===== src/rtl/buffer_copy_ctrl_pkg.sv =====
// Shared definitions for the frame-buffer copy controller: default geometry
// of the 320x240 RGB332 frame and the controller state encoding.
package buffer_copy_ctrl_pkg;

  // Frame-buffer address width; 17 bits covers 76800 pixels.
  localparam int unsigned ADDR_W = 17;

  // Pixel width (RGB332).
  localparam int unsigned DATA_W = 8;

  // Pixels per frame (320x240).
  localparam int unsigned FRAME_PIXELS = 76800;

  // Controller states. Encoding is fixed so it can be probed in the lab.
  typedef enum logic [1:0] {
    StIdle   = 2'd0,
    StIssue  = 2'd1,
    StDrain  = 2'd2,
    StFinish = 2'd3
  } state_e;

endpackage


===== src/rtl/buffer_copy_ctrl_rd_valid_pipe.sv =====
// Read-tracking delay line: carries a valid bit and the issued read address
// alongside the source RAM so each returning pixel knows where it belongs.
// A flush drops every in-flight read (used on abort).
module rd_valid_pipe #(
  parameter int unsigned RD_LAT = 2,
  parameter int unsigned ADDR_W = 17
) (
  input  logic              clock,
  input  logic              reset,
  input  logic              flush_i,
  input  logic              vld_i,
  input  logic [ADDR_W-1:0] addr_i,
  output logic              vld_o,
  output logic [ADDR_W-1:0] addr_o
);

  logic [RD_LAT-1:0] vld_q;
  logic [RD_LAT-1:0] vld_d;
  logic [ADDR_W-1:0] addr_q [RD_LAT];
  logic [ADDR_W-1:0] addr_d [RD_LAT];

  // Shift one stage per cycle; flush only needs to clear the valid bits.
  always_comb begin
    vld_d     = vld_q;
    addr_d    = addr_q;
    vld_d[0]  = vld_i;
    addr_d[0] = addr_i;
    for (int i = 1; i < int'(RD_LAT); i++) begin
      vld_d[i]  = vld_q[i-1];
      addr_d[i] = addr_q[i-1];
    end
    if (flush_i) begin
      vld_d = '0;
    end
  end

  // Stage registers with synchronous reset.
  always_ff @(posedge clock) begin
    if (reset) begin
      vld_q  <= '0;
      addr_q <= '{default: '0};
    end else begin
      vld_q  <= vld_d;
      addr_q <= addr_d;
    end
  end

  assign vld_o  = vld_q[RD_LAT-1];
  assign addr_o = addr_q[RD_LAT-1];

endmodule


===== src/rtl/buffer_copy_ctrl.sv =====
// Frame-buffer copy controller: streams every pixel of the working buffer
// into the display buffer at one pixel per cycle. Reads are issued back to
// back; the rd_valid_pipe delay line pairs each returning pixel with its
// address so the write lands one cycle after the data returns.
module buffer_copy_ctrl #(
  parameter int unsigned ADDR_W       = buffer_copy_ctrl_pkg::ADDR_W,
  parameter int unsigned DATA_W       = buffer_copy_ctrl_pkg::DATA_W,
  parameter int unsigned FRAME_PIXELS = buffer_copy_ctrl_pkg::FRAME_PIXELS,
  parameter int unsigned RD_LAT       = 2
) (
  input  logic              clock,
  input  logic              reset,
  input  logic              start,
  input  logic              abort,
  output logic [ADDR_W-1:0] rd_addr,
  input  logic [DATA_W-1:0] rd_data,
  output logic [ADDR_W-1:0] wr_addr,
  output logic [DATA_W-1:0] wr_data,
  output logic              wr_en,
  output logic              busy,
  output logic              done,
  output logic              aborted,
  output logic              err
);

  import buffer_copy_ctrl_pkg::*;

  localparam logic [ADDR_W-1:0] LastAddr = ADDR_W'(FRAME_PIXELS - 1);

  state_e            state_q, state_d;
  logic [ADDR_W-1:0] rd_addr_q, rd_addr_d;
  logic [ADDR_W-1:0] wr_addr_q, wr_addr_d;
  logic [DATA_W-1:0] wr_data_q, wr_data_d;
  logic              wr_en_q, wr_en_d;
  logic              busy_q, busy_d;
  logic              done_q, done_d;
  logic              aborted_q, aborted_d;
  logic              err_q, err_d;

  logic              flush;
  logic              issue_vld;
  logic              ret_vld;
  logic [ADDR_W-1:0] ret_addr;

  // The read on rd_addr_q is live for every cycle spent in ISSUE, unless
  // that same cycle is being aborted.
  assign issue_vld = (state_q == StIssue) && !flush;

  rd_valid_pipe #(
    .RD_LAT (RD_LAT),
    .ADDR_W (ADDR_W)
  ) u_rd_valid_pipe (
    .clock   (clock),
    .reset   (reset),
    .flush_i (flush),
    .vld_i   (issue_vld),
    .addr_i  (rd_addr_q),
    .vld_o   (ret_vld),
    .addr_o  (ret_addr)
  );

  // Next-state, counter and registered-output logic.
  always_comb begin
    state_d   = state_q;
    rd_addr_d = rd_addr_q;
    wr_addr_d = wr_addr_q;
    wr_data_d = wr_data_q;
    wr_en_d   = 1'b0;
    busy_d    = busy_q;
    done_d    = 1'b0;
    aborted_d = 1'b0;
    err_d     = 1'b0;
    flush     = 1'b0;

    unique case (state_q)
      StIdle: begin
        // abort beats start; abort alone is a no-op here.
        if (start && !abort) begin
          state_d   = StIssue;
          rd_addr_d = '0;
          busy_d    = 1'b1;
        end
      end
      StIssue: begin
        err_d = start;
        if (abort) begin
          flush     = 1'b1;
          aborted_d = 1'b1;
          busy_d    = 1'b0;
          state_d   = StIdle;
        end else if (rd_addr_q == LastAddr) begin
          // Hold rd_addr at the last pixel; never wrap.
          state_d = StDrain;
        end else begin
          rd_addr_d = rd_addr_q + ADDR_W'(1);
        end
      end
      StDrain: begin
        err_d = start;
        if (abort) begin
          flush     = 1'b1;
          aborted_d = 1'b1;
          busy_d    = 1'b0;
          state_d   = StIdle;
        end else if (ret_vld && (ret_addr == LastAddr)) begin
          // FINISH coincides with the last write appearing on the outputs.
          state_d = StFinish;
        end
      end
      StFinish: begin
        err_d   = start;
        done_d  = 1'b1;
        busy_d  = 1'b0;
        state_d = StIdle;
      end
      default: begin
        state_d = StIdle;
        busy_d  = 1'b0;
      end
    endcase

    // Returning pixel becomes a write next cycle; address/data hold otherwise.
    if (ret_vld && !flush) begin
      wr_en_d   = 1'b1;
      wr_addr_d = ret_addr;
      wr_data_d = rd_data;
    end
  end

  // FSM state and all registered outputs, synchronous reset has priority.
  always_ff @(posedge clock) begin
    if (reset) begin
      state_q   <= StIdle;
      rd_addr_q <= '0;
      wr_addr_q <= '0;
      wr_data_q <= '0;
      wr_en_q   <= 1'b0;
      busy_q    <= 1'b0;
      done_q    <= 1'b0;
      aborted_q <= 1'b0;
      err_q     <= 1'b0;
    end else begin
      state_q   <= state_d;
      rd_addr_q <= rd_addr_d;
      wr_addr_q <= wr_addr_d;
      wr_data_q <= wr_data_d;
      wr_en_q   <= wr_en_d;
      busy_q    <= busy_d;
      done_q    <= done_d;
      aborted_q <= aborted_d;
      err_q     <= err_d;
    end
  end

  assign rd_addr = rd_addr_q;
  assign wr_addr = wr_addr_q;
  assign wr_data = wr_data_q;
  assign wr_en   = wr_en_q;
  assign busy    = busy_q;
  assign done    = done_q;
  assign aborted = aborted_q;
  assign err     = err_q;

endmodule


===== config.mk =====
export PLATFORM = sky130hd
export DESIGN_NAME = buffer_copy_ctrl
export DESIGN_NICKNAME = d
export VERILOG_FILES = /design/src/rtl/buffer_copy_ctrl_pkg.sv /design/src/rtl/buffer_copy_ctrl_rd_valid_pipe.sv /design/src/rtl/buffer_copy_ctrl.sv
export SDC_FILE = /design/constraint.sdc
export NUM_CORES = 1
export LEC_CHECK = 0
export CAP_MARGIN = 20
export CORE_UTILIZATION = 55
export DETAILED_ROUTE_END_ITERATION = 10
export GPL_TIMING_DRIVEN = 0
export PLACE_DENSITY = 0.92
export RECOVER_POWER = 50
export SLEW_MARGIN = 40
export SYNTH_ARGS = -nofsm -noshare
export SYNTH_HDL_FRONTEND = slang
export SYNTH_HIERARCHICAL = 1
export SYNTH_SLANG_ARGS = --single-unit

===== constraint.sdc =====
create_clock -name clock -period 6.2 [get_ports clock]
set_clock_uncertainty 0.15 [all_clocks]
set_input_delay 0.93 -clock clock [delete_from_list [all_inputs] [get_ports clock]]
set_output_delay 0.93 -clock clock [all_outputs]
set_load 0.05 [all_outputs]

* Word level (Yosys, flattened, before mapping) *
Cells that the tools add are included.

word-level totals
  memory bits (read-only) = 0
  input port bits = 12
  latch bits = 0
  flip-flop bits (word level) = 85
  memories kept = 0
  bits in writable memories = 0

cells by class
  shift operators = 0
  add/sub/neg operators = 1
  eq/ne operators = 11
  multipliers = 0
  $lt $le $gt $ge = 0
  mux-type cells = 17
  divide/modulo/power cells = 0
  reductions and logical operators = 15
  bitwise gates (word level) = 1

operators with widths
  operator                                                                  number
  17-bit two-way mux                                                        3
  17-bit equality test (second input constant)                              2
  17-bit one-hot mux with 2 select lines                                    1
  17-bit by 1-bit adder with 17-bit output (second input constant)          1
  2-bit two-way mux                                                         5
  2-bit one-hot mux with 4 select lines                                     1
  1-bit two-way mux                                                         6
  2-bit inequality test (second input constant)                             3
  2-bit OR reduction                                                        3
  2-bit equality test (second input constant)                               2
  1-bit logical AND                                                         4
  4-bit AND reduction                                                       1
  3-bit by 2-bit inequality test with 1-bit output (second input constant)  1
  3-bit inequality test (second input constant)                             1
  1-bit one-hot mux with 3 select lines                                     1
  3-bit AND reduction                                                       1
  3-bit OR reduction                                                        1
  2-bit by 1-bit equality test with 1-bit output (second input constant)    1
  1-bit zero test                                                           2
  2-bit zero test                                                           1
  2-bit by 1-bit inequality test with 1-bit output (second input constant)  1
  2-bit AND reduction                                                       1
  2-bit nonzero test                                                        1
  1-bit NOT                                                                 1

* Longest topological paths before layout *
Gate-level depths: netlist of the first run.

  word-level depth = 6
  mapped depth = 9
  mapped depth without buffers = 7

* Modules after synthesis *
Netlist of the first run, hierarchy kept.

modules (own cells, without submodules)
  module            cells an instance  times used  area each (um2)
  buffer_copy_ctrl  266                1           2218.4
  rd_valid_pipe     75                 1           1019.7

* Worst setup path after synthesis of the first run *
OpenSTA, ideal clock, no wires.

  path type = input to register
  start point = input port abort
  end point = register rd_addr_q[6], in the netlist rd_addr[6]
  path buffers = 1
  data required time = 5.922 ns
  stages on the path = 6
  slack = 3.707 ns
  data arrival time = 2.216 ns
  cell sequence = clkbuf_1 and4bb_2 nor3_2 a2111oi_0 xnor2_1 nor2_1

on the way
  cells in the longest elaborated chain, start to end = 4
  elaborated cells on any way between the ends = 5

RTL lines
  what                               RTL line                 source
  start, declared                    buffer_copy_ctrl.sv:14   input logic abort,
  1-bit zero test                    buffer_copy_ctrl.sv:78   if (start && !abort) begin
  1-bit logical AND                  buffer_copy_ctrl.sv:78
  2-bit inequality test (no line)    --
  4-bit AND reduction (no line) (*)  --
  end signal, assigned               buffer_copy_ctrl.sv:144  rd_addr_q <= rd_addr_d;
  end, declared                      buffer_copy_ctrl.sv:31   logic [ADDR_W-1:0] rd_addr_q, rd_addr_d;

Every way passes the cells marked *; elsewhere a longest branch is shown, timed or not.
A chain may end at the register's enable or synchronous reset.

* Final worst setup path of the first run *
  start point = register rd_addr_q[9], in the netlist rd_addr[9]
  end point = output port rd_addr[9]

RTL lines
  what           RTL line                source
  end, declared  buffer_copy_ctrl.sv:15  output logic [ADDR_W-1:0] rd_addr,

No word-level cell between the ends.

==> results of run 1 <==
[logic make-up (layout without fill, tap and decap cells)]
group / count (synthesis) / in the layout / synth area share, %
and+or+nand+nor: 162 / 162 / 27.4
DFF: 85 / 85 / 52.6
AOI/OAI and AO/OA: 45 / 45 / 9.24
buffers and inverters: 26 / 99 / 3.83
xor gates and xnor gates: 14 / 14 / 3.79
adders and majority gates: 5 / 5 / 1.93
muxes: 4 / 4 / 1.24
[layout make-up]
cell class                      instances  area (µm²)  share of cell area [%]
Sequential cell                        85        1700                    41.6
Timing Repair Buffer                   57         571                    14.0
Inverter                                6        22.5                   0.551
Buffer                                 20        78.8                    1.93
Tap cell                               72        90.1                    2.20
Clock buffer                           10         128                    3.12
Clock inverter                          6        87.6                    2.14
Multi-Input combinational cell        230        1410                    34.4
[cells in the final DEF, fill, tap and decap left out, types with 8 or more instances in the layout]
| cell type | count |
|---|---|
| clkdlybuf4s50_1 | 56 |
| clkbuf_8 | 9 |
| nor2b_1 | 23 |
| dfxtp_1 | 85 |
| a21oi_1 | 28 |
| nor2_1 | 20 |
| clkbuf_1 | 18 |
| nor2b_2 | 8 |
| nand2_1 | 58 |
| xnor2_1 | 10 |
[flip-flops by register name (all words and copies together) (netlist names)]
name and count:
wr_addr 17, wr_data 8, aborted 1, wr_en 1, done 1, rd_addr 17
err 1, state_q 2, u_rd_valid_pipe/addr_o 17, u_rd_valid_pipe/addr_d 17, u_rd_valid_pipe/vld_q 2, busy 1
[layer usage]
metal,up-vias,GRT usage [%]
met4,0,8.89
met1,1175,26.0
li1,1281,-
met2,86,40.3
met5,-,0
met3,10,5.40
[where the power goes]
| part | internal (mW) | switching [mW] | leakage (nW) |
|---|---|---|---|
| Sequential | 0.552 | 0.00476 | 0.685 |
| Clock | 0.227 | 0.188 | 0.110 |
| Combinational | 0.0332 | 0.0551 | 0.607 |
| Total | 0.812 | 0.247 | 1.40 |
[metrics by stage]
step           total power [mW]  area, µm²
2_1_floorplan             0.631       3240
6_report                   1.06       4090
4_1_cts                    1.07       4110
3_5_place_dp              0.659       3900
3_3_place_gp              0.657       3900
5_1_grt                    1.10       4090
[how the worst max path moves through the flow]
stage,start,endpoint,depth (start not counted)
4_1_cts,rd_addr[9],rd_addr[9],1
3_3_place_gp,reset,rd_addr[2],6
5_1_grt,reset,rd_addr[9],6
3_5_place_dp,reset,rd_addr[5],6
6_report,rd_addr[9],rd_addr[9],1
2_1_floorplan,abort,rd_addr[6],6
==> metrics.md, run 1 <==
| Metric | Value |
|---|---|
| CTS root buf | clkbuf_8 |
| Cell chain of the critical path | clkdlybuf4s50_1 |
| Share of the synthesized area in the top cell type | 52.6% |
| Period Utilization, post-route | 45.6% |
| Vias | 2552 |
| CTS hold repair buffers | 0 |
| Die area | 0.00620 mm² |
| Critical path required time | 5.12 ns |
| Arr. time, crit path | 1.75 ns |
| Die Width | 78.7 µm |
| Min-delay src | u_rd_valid_pipe/addr_d[2] |
| First-pass GRT wire length | 10800 µm |
| Fillcell total | 403 |
| Number of global-route vias before repair | 2389 |
| Fin. max-slew vios | 0 |
| Leak | 1.40 nW |
| # H-tree levels | 3 |
| Setup ws final | 3.37 ns |
| Crit path launch type | flop |
| WL/cell | 13.6 µm |
| Worst r2r dst | rd_addr[9] |
| Worst path slowest cell | clkdlybuf4s50_1 |
| Area contributors post-synth | dfxtp_1 53%, nand2_1 6.7%, nor2b_1 4.4% |
| Yosys reg bits | 85 |
| Final Util | 73.3% |
| Ys async rst share | 0% |
| GP Congestion | 0.835 |
| Die Y | 78.7 µm |
| FF-to-FF path depth | 7 |
| Reg-to-Reg Start | rd_addr[0] |
| Sequential share of the synthesized area | 52.6% |
| Most frequent cell after synthesis | dfxtp_1 |
| Post-synth top cells | 85 x dfxtp_1, 58 x nand2_1, 28 x a21oi_1 |
| Bufs and invs on worst path | 1 |
| Worst Hold End | u_rd_valid_pipe/addr_o[2] |
| Number of cells after detailed placement | 470 |
| Setup CP Type | flop to output port |
| CTS tree | built |
| Final Critical Period | 2.83 ns |
| Unrepaired setup endpoints after global routing | no |
| Clk_lat worst skew | 0.34 ns |
| Setup_tns | 0 ns |
| Ys Warns | 6 |
| DP Wirelength | 4640 µm |
| Rows | 27 |
| All-layer global routing usage | 22.6% |
| Initial antenna violation count | 0 |
| Top Metal Used | met4 |
| Final WL | 6600 µm |
| Via/cell ratio | 5.25 |
| Starting Density | 58.1% |
| Final setup viols | 0 |
| Postcts setup bufs | 0 |
| Post_cts resized | 0 |
| Ports | 59 |
| Largest net degree at the start of global routing | 15 |
| Status | finished, final reports clean |
| Total grt overflow | 0 |
| Share of layout cells above drive strength 1 | 9.18% |
| Hold Path Depth | 1 |
| ANT nets after route | 0 |
| Buffers on Ports | 57 |
| Wl on met1 | 2810 µm |
| Num CTS Buffers | 9 |
| Max-cap viol count | 0 |
| Core Footprint | 0.00557 mm² |
| EDFF count, synth | 0 |
| Syn nets | 358 |
| Worst-case clock buffer depth | 2 |
| VDD IR max | 157 µV |
| Synth-to-layout area growth | 26.2% |
| Clock Sinks | 85 |
| Top FF cell, synth | dfxtp_1 |
| Max incr delay on CP | 0.87 ns |
| Family with the most delay on the worst path | buffers and inverters |
| # DRC | 0 |
| Post-synthesis cell count | 341 |
| ANT cells | 0 |
| Hold crit path type | flop to flop |
| Fmax | 354 MHz |
| Worst slack, placed | 3.06 ns |
| Power density over the cells | 259 mW/mm² |
| Metal2 WL | 3320 µm |
| Worst setup EP type | output port |
| Met3 routed WL | 366 µm |
| R2R setup slack | 3.74 ns |
| 1st-iter DRT viols | 69 |
| Post-Layout Cell Count | 486 |
| Syn avg cell area | 9.50 µm² |
| Relative slew slack | 47.2% |
| Hold violation count in the final report | 0 |
| Synth Cell Area | 0.00324 mm² |
| DR pass1 iterations | 4 |
| Yosys cell types | 47 |
| Final net count | 426 |
| Fin Hold WS | 0.283 ns |
| Worst Tran Pin Value | 0.785 ns |
| Critical Path Fanout Max | 9 |
| Dominant cell type by area after synthesis | dfxtp_1 |
| Clock transition at path regs | 0.08 ns |
Power figures use the tool's default switching activity.
==> inputs of run 2 (changes only) <==
- CORE_UTILIZATION: 55 -> 46
- PLACE_DENSITY: 0.92 -> 0.83
- clock period: 6.2 -> 2.4 ns (I/O delays scaled with it)
==> metrics.md, run 2 (synthesized netlist as in run 1, its figures left out) <==
| Metric | Value |
|---|---|
| Min-delay src | u_rd_valid_pipe/addr_d[1] (was u_rd_valid_pipe/addr_d[2]) |
| Leak | 1.47 nW (was 1.40 nW) |
| Clk_lat worst skew | 0.36 ns (was 0.34 ns) |
| Fin Hold WS | 0.284 ns (was 0.283 ns) |
| Fin. max-slew vios | 0 (unchanged) |
| Period Utilization, post-route | 96.9% |
| Share of layout cells above drive strength 1 | 11.6% (was 9.18%) |
| Die Y | 85.9 µm (was 78.7 µm) |
| CTS hold repair buffers | 0 (unchanged) |
| Final net count | 426 (unchanged) |
| Starting Density | 47.7% (was 58.1%) |
| Worst Tran Pin Value | 0.591 ns (was 0.785 ns) |
| Die Width | 85.9 µm (was 78.7 µm) |
| Worst Hold End | u_rd_valid_pipe/addr_o[1] (was u_rd_valid_pipe/addr_o[2]) |
| Worst r2r dst | rd_addr[13] (was rd_addr[9]) |
| Final WL | 6540 µm (was 6600 µm) |
| # DRC | 0 (unchanged) |
| Max-cap viol count | 0 (unchanged) |
| Worst-case clock buffer depth | 2 (unchanged) |
| Num CTS Buffers | 9 (unchanged) |
| Final setup viols | 0 (unchanged) |
| Most common cell after layout, fill and taps aside | dfxtp_1 (unchanged) |
| CTS tree | built (unchanged) |
| Worst setup startpoint | state_q[0] (was rd_addr[9]) |
| DP Wirelength | 4660 µm (was 4640 µm) |
| Clock transition at path regs | 0.09 ns (was 0.08 ns) |
| Rows | 30 (was 27) |
| Worst slack, placed | -0.182 ns (was 3.06 ns) |
| All-layer global routing usage | 18.9% (was 22.6%) |
| FF-to-FF path depth | 9 (was 7) |
| Cell chain of the critical path | inv_1, ha_1, buf_2, mux2i_1, or2_0, clkbuf_2, a2111oi_2, xnor2_1, nor2_1 (was clkdlybuf4s50_1) |
| Synth-to-layout area growth | 28.2% (was 26.2%) |
| First-pass GRT wire length | 10800 µm (unchanged) |
| VDD IR max | 356 µV (was 157 µV) |
| Total grt overflow | 0 (unchanged) |
| DR pass1 iterations | 4 (unchanged) |
| Reg-to-Reg Start | state_q[0] (was rd_addr[0]) |
| Final Util | 61.1% (was 73.3%) |
| ANT cells | 0 (unchanged) |
| Bufs and invs on worst path | 3 (was 1) |
| R2R setup slack | 0.07 ns (was 3.74 ns) |
| Family with the most delay on the worst path | buffers and inverters (unchanged) |
| Final Critical Period | 2.33 ns |
| M2 GR Usage | 32.8% (was 40.3%) |
| GR Layer Usage met3 | 3.95% (was 5.40%) |
| Hold violation count in the final report | 0 (unchanged) |
| Status | finished, final reports clean (unchanged) |
| Setup CP Type | flop to flop (was flop to output port) |
| ANT nets after route | 0 (unchanged) |
| Hold crit path type | flop to flop (unchanged) |
| 1st-iter DRT viols | 48 (was 69) |
| Initial antenna violation count | 0 (unchanged) |
| Critical path required time | 2.51 ns (was 5.12 ns) |
| WP depth | 9 (was 1) |
| Setup ws final | 0.0750 ns (was 3.37 ns) |
| Crit path launch type | flop (unchanged) |
| Die area | 0.00738 mm² (was 0.00620 mm²) |
| Hold Path Depth | 1 (unchanged) |
| Most frequent cells in the layout | 83 x dfxtp_1, 58 x nand2_1, 41 x clkdlybuf4s50_1 (was 85 x dfxtp_1, 58 x nand2_1, 56 x clkdlybuf4s50_1) |
| Critical Path Fanout Max | 10 (was 9) |
| Core Footprint | 0.00679 mm² (was 0.00557 mm²) |
| Unrepaired setup endpoints after global routing | yes (was no) |
| Arr. time, crit path | 2.43 ns (was 1.75 ns) |
| Pwr Total | 2.77 mW (was 1.06 mW) |
| Clock Sinks | 85 (unchanged) |
| Ports | 59 (unchanged) |
| # H-tree levels | 3 (unchanged) |
| GP Congestion | 0.884 (was 0.835) |
| Fmax | 430 MHz |
| Worst setup EP type | flop (was output port) |
| Met1 usage | 21.7% (was 26.0%) |
| Relative slew slack | 60.6% (was 47.2%) |
| Largest net degree at the start of global routing | 16 (was 15) |
| Busiest grt layer | met2 (unchanged) |
| Power density over the cells | 668 mW/mm² (was 259 mW/mm²) |
| Max incr delay on CP | 0.40 ns (was 0.87 ns) |
| CTS root buf | clkbuf_8 (unchanged) |
| Number of global-route vias before repair | 2396 (was 2389) |
| WL/cell | 12.8 µm (was 13.6 µm) |
| Worst path slowest cell | dfxtp_1 (was clkdlybuf4s50_1) |
| Vias | 2518 (was 2552) |
| Via/cell ratio | 4.94 (was 5.25) |
| Buffers on Ports | 57 (unchanged) |
run 2: changes by cell type in the layout (fill, tap and decap cells not counted), moves of 2 or more:
cell and change:
dfxtp_2 +2, dfxtp_1 -2, clkbuf_1 -5, clkdlybuf4s50_1 -15
clkbuf_2 +4, dlygate4sd3_1 +15
run 2: area by class of cell:
cell class	count	area [µm²]
fillers	556	2640
flip-flops and latches	85	1700
multi-input cells	230	1430
repair buffers	57	571
clock buffers	9	124
well taps	96	120
clock inverters	7	98.8
plain buffers	20	83.8
inverters	6	22.5
run 2: through the flow:
step | std cells | setup TNS [ns] | cell area, µm²
after global routing | 510 | -0.0782 | 4150
final | 510 | 0 | 4150
after global placement | 494 | -1.75 | 3930
after detailed placement | 494 | -1.86 | 3930
after CTS | 510 | 0 | 4160
after floorplan | 341 | 0 | 3240
run 2: layer usage:
metal	part of all wire [%]	wire length [µm]
met1	43	2830
met2	48	3130
met3	6.5	425
met4	2.4	157
met5	0	0
run 2: how the worst max path moves through the flow:
stage                       end  slack (ns)
finish              rd_addr[13]        0.07
floorplan            state_q[0]       0.003
detailed placement   rd_addr[7]       -0.18
global placement    rd_addr[10]       -0.18
CTS                  rd_addr[1]       0.002
global route        rd_addr[13]       -0.02
run 2: what timing repair did:
| item | in CTS | in global routing |
|---|---|---|
| endpoints found under the setup margin | 2 | 18 |
| resized for setup | 1 | 11 |
| buffers inserted | 0 | 0 |
run 2: report_power, final:
part	switching [mW]	total (mW)	internal, mW
Sequential	0.0123	1.44	1.43
Clock	0.517	1.11	0.591
Combinational	0.142	0.228	0.0858
